$ cat config.mk
export PLATFORM = sky130hd
export DESIGN_NAME = gps_frame_ctrl
export DESIGN_NICKNAME = d
export VERILOG_FILES = /design/src/rtl/gps_frame_ctrl_pkg.sv /design/src/rtl/gps_frame_ctrl_rr_arb2.sv /design/src/rtl/gps_frame_ctrl.sv
export SDC_FILE = /design/constraint.sdc
export NUM_CORES = 1
export LEC_CHECK = 0
export BUFFER_PORTS_ARGS = -buffer_cell sky130_fd_sc_hd__buf_2
export CORE_MARGIN = 5
export CORE_UTILIZATION = 43
export CTS_CLUSTER_SIZE = 10
export DETAILED_ROUTE_END_ITERATION = 10
export GPL_TIMING_DRIVEN = 0
export PLACE_DENSITY = 0.83
export SYNTH_ARGS = -nofsm -noshare
export SYNTH_HDL_FRONTEND = slang
export SYNTH_SLANG_ARGS = --single-unit
$ cat constraint.sdc
create_clock -name clk -period 2.8 [get_ports clk]
set_input_delay 0.7 -clock clk [delete_from_list [all_inputs] [get_ports clk]]
set_output_delay 0.7 -clock clk [all_outputs]
set_load 0.05 [all_outputs]
$ cat src/rtl/gps_frame_ctrl_pkg.sv
// Shared definitions for the GPS sentence framer: FSM states, byte constants, header table.
// Latency: n/a (package only).
// Backpressure: n/a.
package gps_pkg;

  typedef enum logic [1:0] {
    IDLE    = 2'd0,
    HDR     = 2'd1,
    CAPTURE = 2'd2,
    DONE    = 2'd3
  } gps_state_t;

  localparam logic [7:0] CH_DOLLAR   = 8'h24;
  localparam logic [7:0] CH_STAR     = 8'h2A;
  localparam int         HDR_LEN     = 5;
  localparam int         MAX_LEN_DEF = 40;

  // Byte expected at each position of the "GPRMC" sentence identifier.
  function automatic logic [7:0] hdr_byte(input logic [2:0] idx);
    logic [7:0] b;
    b = 8'h00;
    case (idx)
      3'd0:    b = 8'h47; // G
      3'd1:    b = 8'h50; // P
      3'd2:    b = 8'h52; // R
      3'd3:    b = 8'h4D; // M
      3'd4:    b = 8'h43; // C
      default: b = 8'h00;
    endcase
    return b;
  endfunction

endpackage

$ cat src/rtl/gps_frame_ctrl_rr_arb2.sv
// Two-way round-robin arbiter; grant is combinational, favoured-requester pointer is registered.
// Latency: 0 cycles request to grant.
// Backpressure: none; the pointer only moves on a contended grant, so a lone requester never loses priority.
module rr_arb2 (
  input  logic       clk,
  input  logic       rst_n,
  input  logic       en,
  input  logic [1:0] req,
  output logic [1:0] gnt
);

  logic rr_ptr;

  // Pick the requester; on contention the one named by rr_ptr wins.
  always_comb begin
    gnt = 2'b00;
    if (en) begin
      case (req)
        2'b01:   gnt = 2'b01;
        2'b10:   gnt = 2'b10;
        2'b11:   gnt = rr_ptr ? 2'b10 : 2'b01;
        default: gnt = 2'b00;
      endcase
    end
  end

  // After a contended grant, hand priority to the loser.
  always_ff @(posedge clk) begin
    if (!rst_n) begin
      rr_ptr <= 1'b0;
    end else if (en && (req == 2'b11)) begin
      rr_ptr <= ~rr_ptr;
    end
  end

endmodule

$ cat src/rtl/gps_frame_ctrl.sv
// Parses "$GPRMC" sentences from the UART byte stream into the sentence RAM and arbitrates RAM reads between two consumers.
// Latency: RAM write same cycle as rx_valid; read data one cycle after grant.
// Backpressure: none on rx (bytes arriving while a frame is held are dropped); readers are served only while a frame is held.
module gps_frame_ctrl
  import gps_pkg::*;
#(
  parameter int ADDR_WIDTH = 6,
  parameter int DATA_WIDTH = 8,
  parameter int MAX_LEN    = MAX_LEN_DEF
) (
  input  logic                  clk,
  input  logic                  rst_n,
  input  logic                  rx_valid,
  input  logic [7:0]            rx_data,
  output logic                  ram_we,
  output logic [ADDR_WIDTH-1:0] ram_addr_a,
  output logic [DATA_WIDTH-1:0] ram_din_a,
  output logic [ADDR_WIDTH-1:0] ram_addr_b,
  input  logic [DATA_WIDTH-1:0] ram_dout_b,
  input  logic [1:0]            rd_req,
  input  logic [ADDR_WIDTH-1:0] rd_addr0,
  input  logic [ADDR_WIDTH-1:0] rd_addr1,
  output logic [1:0]            rd_gnt,
  output logic [1:0]            rd_valid,
  output logic [DATA_WIDTH-1:0] rd_data,
  output logic                  frame_ready,
  output logic [ADDR_WIDTH-1:0] frame_len,
  input  logic                  frame_ack,
  output logic                  overflow_err
);

  // One extra bit so the count can reach MAX_LEN even when it equals the RAM depth.
  localparam int              CW      = ADDR_WIDTH + 1;
  localparam logic [CW-1:0]   MAX_CNT = CW'(MAX_LEN);

  gps_state_t      state;
  logic [CW-1:0]   wr_cnt;
  logic [2:0]      hdr_idx;
  logic [1:0]      gnt;
  logic [1:0]      rd_valid_q;
  logic            is_dollar;
  logic            is_star;
  logic            wr_fire;

  assign is_dollar = (rx_data == CH_DOLLAR);
  assign is_star   = (rx_data == CH_STAR);

  // Payload bytes go straight to the RAM in the cycle they arrive; only CAPTURE may write.
  assign wr_fire    = (state == CAPTURE) && rx_valid && !is_dollar && !is_star && (wr_cnt < MAX_CNT);
  assign ram_we     = wr_fire;
  assign ram_addr_a = wr_fire ? wr_cnt[ADDR_WIDTH-1:0] : '0;
  assign ram_din_a  = wr_fire ? DATA_WIDTH'(rx_data) : '0;

  assign frame_ready = (state == DONE);

  // Sentence parser: hunt for '$', match the identifier, capture payload until '*'.
  always_ff @(posedge clk) begin
    if (!rst_n) begin
      state        <= IDLE;
      wr_cnt       <= '0;
      hdr_idx      <= '0;
      frame_len    <= '0;
      overflow_err <= 1'b0;
    end else begin
      overflow_err <= 1'b0;
      case (state)
        IDLE: begin
          if (rx_valid && is_dollar) begin
            state   <= HDR;
            hdr_idx <= '0;
          end
        end
        HDR: begin
          if (rx_valid) begin
            if (rx_data == hdr_byte(hdr_idx)) begin
              if (hdr_idx == 3'(HDR_LEN - 1)) begin
                state   <= CAPTURE;
                wr_cnt  <= '0;
                hdr_idx <= '0;
              end else begin
                hdr_idx <= hdr_idx + 3'd1;
              end
            end else if (is_dollar) begin
              hdr_idx <= '0;
            end else begin
              state <= IDLE;
            end
          end
        end
        CAPTURE: begin
          if (rx_valid) begin
            if (is_star) begin
              frame_len <= wr_cnt[ADDR_WIDTH-1:0];
              state     <= DONE;
            end else if (is_dollar) begin
              state   <= HDR;
              hdr_idx <= '0;
            end else if (wr_cnt == MAX_CNT) begin
              overflow_err <= 1'b1;
              state        <= IDLE;
            end else begin
              wr_cnt <= wr_cnt + 1'b1;
            end
          end
        end
        DONE: begin
          if (frame_ack) begin
            state <= IDLE;
          end
        end
        default: state <= IDLE;
      endcase
    end
  end

  // Readers may only touch the RAM while a complete frame is held.
  rr_arb2 u_arb (
    .clk   (clk),
    .rst_n (rst_n),
    .en    (state == DONE),
    .req   (rd_req),
    .gnt   (gnt)
  );

  assign rd_gnt     = gnt;
  assign ram_addr_b = gnt[0] ? rd_addr0 : (gnt[1] ? rd_addr1 : '0);

  // The RAM registers the port-B address, so data returns one cycle after the grant.
  always_ff @(posedge clk) begin
    if (!rst_n) begin
      rd_valid_q <= 2'b00;
    end else begin
      rd_valid_q <= gnt;
    end
  end

  assign rd_valid = rd_valid_q;
  assign rd_data  = (|rd_valid_q) ? ram_dout_b : '0;

endmodule

==> results.json, run 1 <==
{
  "final-hold-violation-count": 0,
  "syn_nets": 267,
  "r2r_start": "hdr_idx[0]$_SDFFE_PN0P_",
  "crit_path_start_kind": "primary input",
  "cp_max_fo": 4,
  "die-width_um": 74.3,
  "cts_tree": "yes",
  "status": "finished, violations left",
  "place_area_mm2": 0.00226,
  "grt_pass1_vias": 1875,
  "ir_drop_mv": 0.164,
  "cpLargestDelayFamily": "simple AND/OR/NAND/NOR gates",
  "wirelength_um": 5140,
  "min_from": "frame_len[0]$_SDFFE_PN0P_",
  "synth_ff_type": "dfxtp_1",
  "max_freq_mhz": 346,
  "drv_cap": 0,
  "fin_area_mm2": 0.00258,
  "cts_max_level": 1,
  "cts_sinks": 22,
  "leakage_nw": 1.17,
  "worst-slew-pin-transition_ns": 0.915,
  "pin_count": 75,
  "synth_cells": 221,
  "clkTransAtPathRegs_ns": 0.09,
  "viasPerCell": 5.61,
  "ant_nets": 0,
  "dpl.hpwl_um": 3720,
  "grt_usage_pct": 18.0,
  "power_frac_comb_pct": 10.5,
  "start_util_pct": 44.4,
  "min_to": "frame_len[0]$_SDFFE_PN0P_",
  "grt_max_degree": 14,
  "antenna_found_initial": 0,
  "synthTopCellsByArea": "dfxtp_1 (25%), ha_1 (8.5%), and2_1 (5.6%), nor2b_1 (4.6%), a22o_1 (3.5%)",
  "n_fill_cell": 344,
  "min_period_ns": 2.89,
  "period_share_pct": 103,
  "finClkSkew_ns": 0.00742,
  "reg2reg_to": "hdr_idx[2]$_SDFFE_PN0P_",
  "finalSetupViolCount": 14,
  "slowest_delay_ns": 0.55,
  "cts_max_path_buffers": 2,
  "hold_slack_ns": 0.500,
  "synth_edf_count": 0,
  "overflow": 0,
  "crit_chain": "buf_8 > or4b_4 > a211oi_4 > nor4b_4 > buf_4 > and2_4 > buf_8",
  "grt_pass1_wl_um": 8050,
  "drive_above_1_share_pct": 42.3,
  "die_area_mm2": 0.00552,
  "cp.required_ns": 2.10,
  "crit_top_cell": "buf_8",
  "drt_pass1_iterations": 4,
  "swShare_pct": 20.9,
  "cp.arrival_ns": 2.19,
  "drc": 0,
  "hp-class": "reg -> reg",
  "die_height_um": 74.3,
  "place_congestion": 0.898,
  "violations": "negative setup slack",
  "yosysWarnings": 0,
  "io_buffers": 73,
  "rsz0062_at_grt": "true",
  "syn_avg_cell_area_um2": 8.04,
  "clkPwrFrac_pct": 43.7,
  "wl_per_cell_um": 14.4,
  "finalWorstSetupSlack_ns": -0.0930,
  "path_buf_inv": 3,
  "switchingPower_w": 0.000142,
  "drt_iter0_markers": 113,
  "endpoint_kind": "output port",
  "r2r_slack_ns": 0.15,
  "yosysTopAreaCell": "dfxtp_1",
  "synth_area_mm2": 0.00178,
  "p_per_area_mw_per_mm2": 264,
  "ys_ff_latch": 22,
  "seq_area_frac_synth_pct": 24.8,
  "path_class": "in -> out",
  "ys_types": 51,
  "cts_buffers": 3,
  "async_reset_ff_share_pct": 0,
  "rows": 23,
  "area_growth_pct": 45.4,
  "clock-root-buffer": "clkbuf_8",
  "seqPwrFrac_pct": 45.8,
  "final_max_slew_viol_count": 0,
  "p_int_w": 0.000540,
  "r2r_cells": 8,
  "core_mm2": 0.00400,
  "num_vias": 2002,
  "n_antenna_cell": 0,
  "crit_slowest_cell": "or4b_4",
  "clkLatencyLatePin_ns": 0.27,
  "synth_largest_type_area_fraction_pct": 24.8,
  "hold_path_depth": 2,
  "relSlewSlack_pct": 38.5,
  "nets": 354
}
## power groups by stage
stage	Sequential [W]	Clock, W	Combinational [W]
2_1_floorplan	0.000320	0	0.0000257
5_1_grt	0.000313	0.000317	0.0000786
6_report	0.000313	0.000298	0.0000720
3_5_place_dp	0.000320	0	0.0000606
3_3_place_gp	0.000320	0	0.0000597
4_1_cts	0.000313	0.000301	0.0000664
## layout make-up
type                       count  area, um^2  share of cell area [%]
clock buffer                   3        41.3                    1.60
clock inverter                 1        30.0                    1.16
timing repair buffer          84         576                    22.3
buffer                         5        30.0                    1.16
multi-input combinational    177        1350                    52.1
inverter                      15        56.3                    2.18
sequential                    22         443                    17.1
tap                           50        62.6                    2.42
## per-stage QoR
| step | total power, W | instances | setup WS, ns | setup TNS [ns] | util, % |
|---|---|---|---|---|---|
| floorplan | 0.000346 | 221 | 0.00874 | 0 | - |
| global placement | 0.000380 | 344 | -0.322 | -4.06 | 56.6 |
| detailed placement | 0.000381 | 344 | -0.343 | -4.30 | 56.6 |
| CTS | 0.000680 | 353 | -0.0417 | -0.267 | 61.6 |
| global route | 0.000708 | 357 | -0.125 | -1.59 | 64.6 |
| finish | 0.000683 | 357 | -0.0930 | -1.13 | 64.6 |
## state kept, by name (all words and copies together) (netlist names)
register / cells
frame_len: 6
overflow_err: 1
state: 2
rd_valid: 2
hdr_idx: 3
wr_cnt: 7
u_arb.rr_ptr: 1
## cell families after synthesis
group / synth area share, %
AO/OA/AOI/OAI: 22.3
flip-flops: 24.8
AND/OR/NAND/NOR: 35.4
buffers and inverters: 4.72
XOR/XNOR: 0.986
multiplexers: 3.38
adder cells (fa/ha/maj): 8.45
## worst max path at each step
stage                           from  cells after the start       endpoint  slack, ns
after CTS                 rx_data[7]                      7   ram_din_a[3]      -0.04
final                     rx_data[4]                      7  ram_addr_a[0]      -0.09
after detailed placement  rx_data[1]                      7   ram_din_a[4]      -0.34
after global placement    rx_data[1]                      7   ram_din_a[6]      -0.32
after global routing      rx_data[4]                      7  ram_addr_a[0]      -0.12
after floorplan           rx_data[1]                      5  ram_addr_a[3]      0.009
## synth_stat cells (3+ instances only)
cell type and instances:
or2_2 4, and3_1 4, inv_1 15, nand2_1 16
nor2_1 14, and2_1 16, o21ai_0 4, a22o_1 7
nor4b_1 3, or3_1 3, ha_1 12, nor3_1 5
nor2b_1 13, o21bai_1 4, or4_1 3, a21oi_1 10
o31a_2 3, nand3_1 10, mux2i_1 6, o32ai_1 4
dfxtp_1 22, clkbuf_1 6
## placed cells by master, fill, tap and decap left out, types with 3 or more instances in the layout
cell type	n
clkbuf_8	4
buf_6	12
nand3_1	10
nor3_1	5
inv_1	15
and3_1	4
mux2i_1	6
ha_1	12
nand2_1	16
or3_1	3
o32ai_1	4
o21ai_0	4
and2_4	14
o21bai_1	4
buf_2	56
clkbuf_1	3
a21oi_1	7
or2_2	4
and2_1	3
nor2b_1	13
nor2_1	14
buf_4	12
o31a_2	3
buf_8	5
dfxtp_1	20
a22o_1	7
## timing repair
item | 4_1_cts | 5_1_grt
hold buffers | 0 | 0
pin swaps | 3 | 5
gates cloned | 1 | 0
endpoints found under the setup margin | 15 | 23
endpoints found under the hold margin | 0 | 0
buffers inserted | 4 | 6
resized for setup | 27 | 32
## worst reg2reg max path, cell delays in order, from the launching register on
cell and delay (ns):
dfxtp_2 0.35, ha_1 0.20, ha_1 0.26, xor2_1 0.16, o21a_1 0.17, a2111o_1 0.51, or4_1 0.54, a221oi_1 0.26
a31o_2 0.14
## routing by layer
layer,part of all wire [%],vias up,wire (um),GRT usage [%]
met1,40,911,2040,23.2
li1,-,979,-,-
met3,8.0,8,411,2.97
met5,0,-,0,0
met2,51,104,2600,30.9
met4,1.7,0,87,4.94
No activity file was read; power rests on OpenSTA's default activity.
==> run 2: changes to the inputs <==
Settings changed: CORE_ASPECT_RATIO set to 1.25, RECOVER_POWER set to 50.
==> run 2 against run 1 <==
  * The flow still finishes with violations (negative setup slack)
  * Design area down 1.5%
  * Combinational power down 4.2%
  * Maximum frequency up 1.9%
  * Wire length up 1.6%
  * Non-clock buffer count unchanged
  * Critical path type unchanged
  * Critical endpoint is now ram_addr_a[2]
  * Highest routed layer unchanged
==> results.json, run 2 (same netlist as run 1, synthesis figures left out) <==
{
  "final-hold-violation-count": 0,
  "ant_nets": 0,
  "grt_pass1_wl_um": 8090,
  "overflow": 0,
  "core_mm2": 0.00403,
  "dp.cells": 350,
  "die-width_um": 67.5,
  "io_buffers": 73,
  "viasPerCell": 5.52,
  "wl_per_cell_um": 14.4,
  "min_to": "frame_len[2]$_SDFFE_PN0P_",
  "n_antenna_cell": 0,
  "endpoint_kind": "output port",
  "crit_slowest_cell": "or4b_4",
  "crit_path_start_kind": "primary input",
  "period_share_pct": 101,
  "clock-root-buffer": "clkbuf_8",
  "num_vias": 2004,
  "final_common_cell": "buf_2",
  "instances_no_fill": 363,
  "pin_count": 75,
  "relSlewSlack_pct": 38.1,
  "grt_max_degree": 14,
  "rows": 26,
  "reg2reg_to": "wr_cnt[4]$_SDFFE_PN0P_",
  "min_period_ns": 2.84,
  "finalWorstSetupSlack_ns": -0.0382,
  "nets": 354,
  "status": "finished, violations left",
  "leakage_nw": 1.12,
  "cpLargestDelayFamily": "simple AND/OR/NAND/NOR gates",
  "wirelength_um": 5220,
  "top_regs": "wr_cnt x7, frame_len x6, hdr_idx x3",
  "layout_common_cells": "buf_2 (47), dfxtp_1 (20), inv_1 (15), nand2_1 (15), clkbuf_1 (15)",
  "r2r_start": "hdr_idx[0]$_SDFFE_PN0P_",
  "worst-slew-pin-transition_ns": 0.921,
  "path_buf_inv": 3,
  "finClkSkew_ns": 0.0123,
  "violations": "negative setup slack",
  "hp-class": "reg -> reg",
  "p_per_area_mw_per_mm2": 269,
  "clkTransAtPathRegs_ns": 0.09,
  "grt_usage_pct": 18.3,
  "cp.arrival_ns": 2.14,
  "cts_tree": "yes",
  "cts_sinks": 22,
  "hold_slack_ns": 0.505,
  "dpl.hpwl_um": 3780,
  "clkLatencyLatePin_ns": 0.27,
  "n_fill_cell": 352,
  "drv_cap": 0,
  "die_height_um": 81.9,
  "place_congestion": 0.822,
  "r2r_slack_ns": 0.13,
  "area_growth_pct": 43.3,
  "p_total_w": 0.000684,
  "path_class": "in -> out",
  "finalSetupViolCount": 13,
  "fin_util_pct": 63.1,
  "cp.required_ns": 2.10,
  "regMostFlops": "wr_cnt",
  "cts_buffers": 3,
  "drive_above_1_share_pct": 37.8,
  "place_ws_ns": -0.351,
  "drt_pass1_iterations": 4,
  "crit_chain": "buf_8 > or4b_4 > a211oi_4 > nor4b_4 > buf_4 > and2_1 > buf_6",
  "max_freq_mhz": 352,
  "r2r_cells": 9,
  "cts_max_level": 1,
  "drc": 0,
  "die_area_mm2": 0.00553,
  "antenna_found_initial": 0,
  "min_from": "frame_len[2]$_SDFFE_PN0P_",
  "hold_path_depth": 2,
  "rsz0062_at_grt": "true",
  "slowest_delay_ns": 0.55,
  "cts_max_path_buffers": 2,
  "grt_pass1_vias": 1880,
  "ir_drop_mv": 0.194,
  "cp_max_fo": 4,
  "start_util_pct": 44.0,
  "holdBufCountCts": 0,
  "final_max_slew_viol_count": 0,
  "largest_reg_flops": 7,
  "drt_iter0_markers": 129
}
run 2: cell types whose count changed in the layout (fill, tap and decap cells not counted), sizes merged:
cell    previous run  this run
buf               85        73
clkbuf             7        19
run 2: worst min-delay path, delay by kind of cell, from the launching register on:
kind	cells	cell delay (ns)
flops	1	0.33
mux	1	0.07
simple gates	1	0.07
run 2: how the worst max path moves through the flow:
stage / slack (ns) / to / start / depth (start not counted)
global route: -0.09 / ram_addr_a[2] / rx_data[7] / 7
floorplan: 0.009 / ram_addr_a[3] / rx_data[1] / 5
detailed placement: -0.35 / ram_addr_a[3] / rx_data[1] / 7
finish: -0.04 / ram_addr_a[2] / rx_data[7] / 7
CTS: -0.03 / ram_din_a[6] / rx_data[7] / 7
global placement: -0.32 / ram_addr_a[3] / rx_data[1] / 7
run 2: power by group:
part	switching, W	leakage, nW	internal, W
combinational	0.0000348	0.911	0.0000342
clock	0.000111	0.0357	0.000191
sequential	0.0000000763	0.178	0.000313
total	0.000146	1.12	0.000538
run 2: layout make-up:
type | instances | area (um^2) | area share [%]
Buffer | 7 | 37.5 | 1.47
Clock buffer | 3 | 41.3 | 1.62
Clock inverter | 1 | 30.0 | 1.18
Inverter | 15 | 56.3 | 2.21
Multi-Input combinational cell | 177 | 1330 | 52.4
Sequential cell | 22 | 443 | 17.4
Tap cell | 56 | 70.1 | 2.75
Timing Repair Buffer | 82 | 534 | 21.0
run 2: timing repair:
item / CTS / global route
resized for setup: 27 / 27
buffers inserted: 4 / 4
endpoints found under the setup margin: 15 / 23
gates cloned: 1 / 0
pin swaps: 3 / 3
run 2: routing by layer:
layer / vias up / GRT usage (%) / share of wire, %
met2: 91 / 34.6 / 53
met4: 0 / 7.10 / 1.8
li1: 976 / - / -
met1: 928 / 20.2 / 39
met3: 9 / 2.46 / 6.1
met5: - / 0 / 0
run 2: metrics by stage:
stage	TNS (ns)	cell area, um^2
final	-0.261	2550
after global routing	-0.960	2550
after CTS	-0.272	2470
after detailed placement	-4.47	2270
after global placement	-4.07	2270
after floorplan	0	1840
